===== src/rtl/control_sequencer.sv =====
// Hardwired control unit for the phase-1 datapath: fetch (T0-T2) and execute (T3-T6)
// for R-format ALU ops, MUL/DIV via HI/LO, NOP and HALT, with a T1 memory-wait timeout.
module control_sequencer #(
    parameter int OPC_W       = 5,
    parameter int MEM_TIMEOUT = 15
) (
    input  logic             Clock,
    input  logic             Reset_n,
    input  logic [31:0]      IR,
    input  logic             Mem_ready,
    input  logic             Stop,
    output logic             PCout,
    output logic             Zhighout,
    output logic             Zlowout,
    output logic             MDRout,
    output logic             MARin,
    output logic             Zin,
    output logic             PCin,
    output logic             MDRin,
    output logic             IRin,
    output logic             Yin,
    output logic             HIin,
    output logic             LOin,
    output logic             IncPC,
    output logic             Read,
    output logic             Gra,
    output logic             Grb,
    output logic             Grc,
    output logic             Rin,
    output logic             Rout,
    output logic [OPC_W-1:0] alu_op,
    output logic             Run,
    output logic             Illegal,
    output logic             Mem_err
);

    typedef enum logic [3:0] {
        S_RESET, S_T0, S_T1, S_T2, S_T3, S_T4, S_T5, S_T6, S_HALT
    } state_t;

    localparam int CW = (MEM_TIMEOUT > 1) ? $clog2(MEM_TIMEOUT) : 1;
    localparam logic [CW-1:0] T1_LAST = CW'((MEM_TIMEOUT > 0) ? MEM_TIMEOUT - 1 : 0);

    localparam logic [OPC_W-1:0] OP_ALU_MAX = OPC_W'(11);
    localparam logic [OPC_W-1:0] OP_MUL     = OPC_W'(15);
    localparam logic [OPC_W-1:0] OP_DIV     = OPC_W'(16);
    localparam logic [OPC_W-1:0] OP_NOP     = OPC_W'(26);
    localparam logic [OPC_W-1:0] OP_HALT    = OPC_W'(27);

    state_t           state;
    logic [CW-1:0]    t1_cnt;
    logic [OPC_W-1:0] opc_q;
    logic [OPC_W-1:0] opc;
    logic             is_exec;
    logic             is_halt;
    logic             is_illegal;
    logic             q_muldiv;
    logic             unused_ir;

    assign opc        = IR[31 -: OPC_W];
    assign unused_ir  = ^IR[31-OPC_W:0];
    assign is_exec    = (opc <= OP_ALU_MAX) || (opc == OP_MUL) || (opc == OP_DIV);
    assign is_halt    = (opc == OP_HALT);
    assign is_illegal = !is_exec && !is_halt && (opc != OP_NOP);
    assign q_muldiv   = (opc_q == OP_MUL) || (opc_q == OP_DIV);

    always_ff @(posedge Clock or negedge Reset_n) begin
        if (!Reset_n) begin
            state   <= S_RESET;
            t1_cnt  <= '0;
            opc_q   <= '0;
            Mem_err <= 1'b0;
        end else begin
            case (state)
                S_RESET: state <= S_T0;
                S_T0: begin
                    t1_cnt <= '0;
                    state  <= Stop ? S_HALT : S_T1;
                end
                S_T1: begin
                    if (Mem_ready) begin
                        state <= S_T2;
                    end else if (MEM_TIMEOUT > 0 && t1_cnt == T1_LAST) begin
                        Mem_err <= 1'b1;
                        state   <= S_HALT;
                    end else if (t1_cnt != '1) begin
                        // saturates so PCin stays low when the timeout is disabled
                        t1_cnt <= t1_cnt + CW'(1);
                    end
                end
                S_T2: state <= S_T3;
                S_T3: begin
                    opc_q <= opc;
                    if (is_exec)      state <= S_T4;
                    else if (is_halt) state <= S_HALT;
                    else              state <= S_T0;
                end
                S_T4:    state <= S_T5;
                S_T5:    state <= q_muldiv ? S_T6 : S_T0;
                S_T6:    state <= S_T0;
                S_HALT:  state <= S_HALT;
                default: state <= S_RESET;
            endcase
        end
    end

    // T3 strobes read IR directly: it is only loaded on the T2->T3 edge
    always_comb begin
        {PCout, Zhighout, Zlowout, MDRout}                 = '0;
        {MARin, Zin, PCin, MDRin, IRin, Yin, HIin, LOin}   = '0;
        {IncPC, Read, Gra, Grb, Grc, Rin, Rout, Illegal}   = '0;
        alu_op = '0;
        Run    = (state != S_RESET) && (state != S_HALT);
        case (state)
            S_T0: {PCout, MARin, IncPC, Zin} = '1;
            S_T1: begin
                {Zlowout, Read, MDRin} = '1;
                PCin = (t1_cnt == '0);
            end
            S_T2: {MDRout, IRin} = '1;
            S_T3: begin
                {Grb, Rout, Yin} = {3{is_exec}};
                Illegal = is_illegal;
            end
            S_T4: begin
                {Grc, Rout, Zin} = '1;
                alu_op = opc_q;
            end
            S_T5: begin
                Zlowout = 1'b1;
                LOin    = q_muldiv;
                Gra     = !q_muldiv;
                Rin     = !q_muldiv;
            end
            S_T6: {Zhighout, HIin} = '1;
            default: ;
        endcase
    end

endmodule


===== config.mk =====
export PLATFORM = sky130hd
export DESIGN_NAME = control_sequencer
export DESIGN_NICKNAME = d
export VERILOG_FILES = /design/src/rtl/control_sequencer.sv
export SDC_FILE = /design/constraint.sdc
export NUM_CORES = 1
export LEC_CHECK = 0
export ABC_AREA = 1
export CELL_PAD_IN_SITES_DETAIL_PLACEMENT = 0
export CELL_PAD_IN_SITES_GLOBAL_PLACEMENT = 1
export CORE_ASPECT_RATIO = 1.75
export CORE_MARGIN = 5
export CORE_UTILIZATION = 22
export DETAILED_ROUTE_END_ITERATION = 7
export PLACE_DENSITY_LB_ADDON = 0.1
export SYNTH_ARGS = -nofsm -noshare
export SYNTH_HDL_FRONTEND = slang
export SYNTH_SLANG_ARGS = --single-unit

===== constraint.sdc =====
create_clock -name Clock -period 1.5 [get_ports Clock]
set_clock_uncertainty 0.05 [all_clocks]
set_input_delay 0.3 -clock Clock [delete_from_list [all_inputs] [get_ports Clock]]
set_output_delay 0.3 -clock Clock [all_outputs]
set_load 0.1 [all_outputs]

==> run_results.csv, run 1 <==
group,metric,value,unit
critical_path,critPathCaptureType,"output port",
drt,drt_iter0_markers,14,
placement,placedInstanceArea,2120,µm²
timing,finalHoldViolCount,0,
drt,drt_pre_antenna_iters,4,
placement,pre_cts_ws,-0.517,ns
finish,final_util,0.528,
run_status,failed_checks,"negative setup slack",
placement,hpwl,2.85,mm
timing,post-route-period-util,1.23,
clock_network,clkSinkCount,14,
min_path,min_path_type,"in2async",
grt,grt_max_degree,15,
critical_path,r2r-start,"state[1]$_DFFE_PN0P_",
critical_path,r2r_end,"state[2]$_DFFE_PN0P_",
drt,drc_errors,0,
timing,grt_setup_unrepaired,"yes",
critical_path,crit_required,1.15,ns
grt,grt.total_usage,0.119,
floorplanning,io_pins,63,
finish,antennaDiodeCount,0,
power,p_total,5.09,mW
grt,grt_pass1_vias,1420,
grt,grt_pass1_wl,6.18,mm
power,vdd_drop_max,0.00253,V
drt,wire_per_inst,11.7,µm
power,power_leakage,1.15,nW
yosys,ys_ff_latch,14,
floorplanning,die_w,62.4,µm
timing,worst_pin_slew,0.308,ns
yosys,synth_cell_types,20,
power,p_sw,2.66,mW
placement,gp_congestion,0.814,
yosys,yosysTopAreaCell,"dfrtp_1",
run_status,status,"finished with violations",
timing,slew_violations,0,
drt,routed_wl,3.50,mm
timing,max_freq,543,MHz
timing,worst_slack,-0.342,ns
clock_network,cts_tree,"done",
drt,dr_total_vias,1295,
floorplanning,num_rows,33,
floorplanning,coreArea,4670,µm²
clock_network,cts_buffer_depth,2,
finish,final_cell_area,2460,µm²
critical_path,critPathMaxFanout,6,
power,intPower,2.43,mW
yosys,yosysWarnings,0,
job,cap_violations,0,
finish,fin_nets,288,
power,p_seq_frac,0.123,
floorplanning,die_area,6340,µm²
placement,placed_cells,278,
clock_network,insertion_delay,0.24,ns
yosys,yosysSeqAreaShare,0.332,
timing,fin_crit,1.84,ns
power,switching_share,0.523,
grt,antenna_found_initial,0,
clock_network,cts-htree-levels,1,
critical_path,critical_path.startpoint,"state[3]$_DFFE_PN0P_",
power,p_per_area,2070,nW/µm²
critical_path,start_kind,"flip-flop",
yosys,synth_top_area_frac,0.332,
finish,fin_cells,300,
timing,setup_viol,31,
clock_network,cts-hold-fix-buffers,0,
finish,mostFrequentLayoutCell,"buf_4",
floorplanning,initial_core_util,0.226,
finish,final_cell_mix,"buf_4, nand2_1, buf_12",
finish,drive_gt1_frac,0.573,
yosys,syn_nets,197,
timing,max-slew-margin-rel,0.794,
finish,syn_to_final_growth,133,%
floorplanning,fp.dieH,102,µm
yosys,avgSynthCellArea,6.68,µm²
critical_path,critPathKind,"reg2out",
drt,viasPerCell,4.32,
critical_path,cp_data_arrival_time,1.49,ns
critical_path,regToRegSetupSlack,-0.05,ns
yosys,synth_area,1060,µm²
drt,antenna_left,0,
grt,overflow,0,
yosys,synthCells,158,
clock_network,cts.reportedPaths.clkPinSlew,0.06,ns
clock_network,cts-root-buf,"clkbuf_8",
placement,port_buffers,35,
yosys,synth_area_leaders,"dfrtp_1, nand2_1, nor2_1",
critical_path,rr_worst_depth,9,
power,clock_power_share,0.073,
clock_network,cts_buffers,3,
power,p_comb_frac,0.804,
## sequential cells by signal, indices dropped and copies added (netlist names)
name and count:
Mem_err 1, opc_q 5, state 4, t1_cnt 4
## cell usage after synthesis
cell,instances
nand2_1,40
nor2_1,23
inv_1,21
dfrtp_1,14
nand3_1,14
buf_4,8
inv_2,5
nand2_2,5
nor2_4,5
o21ai_1,5
nor3_1,4
ha_1,3
a21oi_1,2
nand4_1,2
nor2_2,2
buf_2,1
nor4_1,1
o2111ai_1,1
o21bai_1,1
xnor2_1,1
## stage by stage
step / hold slack (ns) / setup TNS (ns)
global route: 0.325 / -9.68
global placement: 0.486 / -3.10
CTS: 0.314 / -6.87
finish: 0.310 / -7.85
floorplan: -0.0456 / -13.27
detailed placement: 0.491 / -3.52
## layout make-up
type	count	area (µm²)
Clock buffer	4	55.1
Fill cell	446	2200
Inverter	26	116
Multi-Input combinational cell	109	754
Sequential cell	14	353
Tap cell	52	65.1
Timing Repair Buffer	95	1120
## timing repair
item,CTS,global route
buffers inserted,12,9
gates cloned,0,0
gates resized for setup,37,11
pin swaps,22,12
endpoints found under the setup margin,31,32
## critical path, cell delays in order, from the launching register on
cell	delay [ns]
dfrtp_1	0.42
inv_2	0.10
nand2_4	0.10
nor2_4	0.17
buf_6	0.12
nand2_4	0.05
clkinvlp_4	0.10
buf_12	0.18
## power groups by stage
stage / combinational, mW / clock, mW / sequential [mW]
detailed placement: 3.59 / 0 / 0.619
global placement: 3.56 / 0 / 0.615
finish: 4.09 / 0.374 / 0.624
global route: 4.33 / 0.398 / 0.638
CTS: 3.95 / 0.383 / 0.627
floorplan: 2.24 / 0 / 0.621
## worst max path at each step
stage	end	slack, ns	cells past startpoint
floorplan	alu_op[0]	-0.76	6
global placement	Grb	-0.49	9
detailed placement	Grb	-0.52	8
CTS	Illegal	-0.37	6
global route	IRin	-0.41	5
finish	Grb	-0.34	7
## metal layers
layer | GRT usage | share of wire | wire (µm)
met1 | 0.112 | 0.34 | 1170
met2 | 0.240 | 0.60 | 2100
met3 | 0.0244 | 0.044 | 154
met4 | 0.0523 | 0.021 | 73
met5 | 0 | 0 | 0
## logic make-up after synthesis
| kind of cell | after synthesis | synth area share |
|---|---|---|
| AOI/OAI and AO/OA | 9 | 0.0486 |
| xor gates and xnor gates | 1 | 0.00830 |
| adders and majority gates | 3 | 0.0355 |
| buffers and inverters | 35 | 0.154 |
| DFF | 14 | 0.332 |
| and+or+nand+nor | 96 | 0.422 |
(Power assumes the default switching activity.)
==> run 2: changes to the inputs <==
--- a/config.mk
+++ b/config.mk
@@ -16,3 +16,4 @@
 export SYNTH_ARGS = -nofsm -noshare
 export SYNTH_HDL_FRONTEND = slang
 export SYNTH_SLANG_ARGS = --single-unit
+export TNS_END_PERCENT = 1
==> run_results.csv, run 2 (synthesized netlist as in run 1, its figures left out) <==
group,metric,value,unit
critical_path,path_cells,"inv_2 -> nand2_4 -> buf_12 -> nor2_4 -> inv_6 -> nor2_4 -> buf_12",
clock_network,cts_buffer_depth,2,
timing,worst_pin_slew,0.309,ns
critical_path,cpPeakStageDelay,0.40,ns
critical_path,start_kind,"flip-flop",
drt,drc_errors,0,
timing,setup_viol,26,
placement,port_buffers,35,
finish,antennaDiodeCount,0,
run_status,failed_checks,"negative setup slack",
timing,max-slew-margin-rel,0.793,
placement,gp_congestion,0.781,
finish,final_util,0.481,
job,cap_violations,0,
placement,hpwl,2.89,mm
critical_path,r2r-start,"t1_cnt[0]$_DFFE_PN0P_",
timing,post-route-period-util,1.19,
timing,finalHoldViolCount,0,
floorplanning,die_w,62.4,µm
grt,grt_pass1_wl,6.00,mm
power,p_total,4.71,mW
clock_network,cts.reportedPaths.clkPinSlew,0.06,ns
clock_network,cts_buffers,3,
clock_network,cts-root-buf,"clkbuf_8",
power,p_per_area,2100,nW/µm²
finish,final_cell_mix,"buf_4, nand2_1, buf_12",
power,vdd_drop_max,0.00196,V
floorplanning,die_area,6340,µm²
drt,routed_wl,3.33,mm
clock_network,insertion_delay,0.24,ns
finish,drive_gt1_frac,0.522,
grt,grt_pass1_vias,1337,
finish,syn_to_final_growth,113,%
drt,dr_total_vias,1205,
timing,whs,0.308,ns
critical_path,critPathKind,"reg2out",
run_status,status,"finished with violations",
finish,largest_reg_flops,5,
clock_network,clkSinkCount,14,
finish,top_regs,"opc_q: 5 flops, state: 4 flops, t1_cnt: 4 flops",
floorplanning,io_pins,63,
drt,drt_iter0_markers,33,
drt,drt_pre_antenna_iters,4,
floorplanning,num_rows,33,
grt,antenna_found_initial,0,
clock_network,cts-htree-levels,1,
critical_path,slowest_stage,"dfrtp_1",
timing,fin_crit,1.79,ns
critical_path,critical_path.startpoint,"state[3]$_DFFE_PN0P_",
power,power_leakage,1.05,nW
floorplanning,initial_core_util,0.226,
finish,fillers,464,
timing,worst_slack,-0.292,ns
grt,overflow,0,
drt,wire_per_inst,11.9,µm
drt,viasPerCell,4.30,
grt,grt_max_degree,15,
drt,antenna_left,0,
clock_network,cts-hold-fix-buffers,0,
critical_path,cp_data_arrival_time,1.44,ns
critical_path,critPathCaptureType,"output port",
timing,slew_violations,0,
finish,fin_nets,268,
timing,max_freq,558,MHz
floorplanning,coreArea,4670,µm²
critical_path,crit_required,1.15,ns
grt,grt.total_usage,0.115,
floorplanning,fp.dieH,102,µm
timing,grt_setup_unrepaired,"yes",
finish,top_register,"opc_q",
clock_network,cts_tree,"done",
critical_path,critPathMaxFanout,6,
min_path,min_path_type,"in2async",
finish,mostFrequentLayoutCell,"buf_4",
==> run 2: cell types whose count changed in the layout (fill, tap and decap cells not counted), moves of 2 or more <==
cell,delta
buf_6,-13
buf_4,-8
clkinvlp_4,-2
nor2_2,-2
==> run 2: metrics by stage <==
step | cells | worst slack (ns) | cell area [µm²] | TNS (ns)
global route | 280 | -0.375 | 2250 | -7.87
finish | 280 | -0.292 | 2250 | -5.84
detailed placement | 271 | -0.536 | 2070 | -3.23
floorplan | 158 | -0.764 | 1180 | -14.21
CTS | 277 | -0.336 | 2200 | -6.77
global placement | 271 | -0.486 | 2070 | -2.89
==> run 2: what timing repair did <==
action / 4_1_cts / 5_1_grt
setup endpoints to repair: 26 / 32
pin swaps: 12 / 5
setup buffers: 2 / 3
gates resized for setup: 29 / 5
==> run 2: worst max-delay path: cells and delay by family (launching register included) <==
family,cells,cell delay (ns)
simple gates,3,0.30
flops,1,0.40
buf+inv,4,0.49
==> run 2: worst paths after layout <==
path                                               to  slack (ns)  depth (start not counted)
worst min-delay path             opc_q[3]$_DFFE_PN0P_        0.31                          2
worst max-delay path                        alu_op[2]       -0.29                          7
max in group asynchronous        state[1]$_DFFE_PN0P_        0.91                          2
min in group Clock               opc_q[4]$_DFFE_PN0P_        0.40                          3
worst max register to register  t1_cnt[3]$_DFFE_PN0P_        0.09                          8
worst min register to register    Mem_err$_DFFE_PN0P_        0.51                          1
==> run 2: cell type report <==
| class | count | area (µm²) | area share |
|---|---|---|---|
| Timing Repair Buffer | 75 | 931 | 0.414 |
| Multi-Input combinational cell | 109 | 731 | 0.325 |
| Sequential cell | 14 | 353 | 0.157 |
| Inverter | 26 | 111 | 0.0496 |
| Tap cell | 52 | 65.1 | 0.0290 |
| Clock buffer | 4 | 55.1 | 0.0245 |
==> run 2: metal layers <==
layer,track usage,wire length (µm)
met1,0.115,1070
met2,0.236,2090
met3,0.0155,117
met4,0.0392,49
met5,0,0
==> run 2: where the power goes <==
part           total, mW  switching (mW)  internal, mW  leakage [nW]
Sequential         0.626           0.115         0.511         0.178
Combinational       3.72            2.31          1.41         0.842
Clock              0.364           0.132         0.232        0.0288
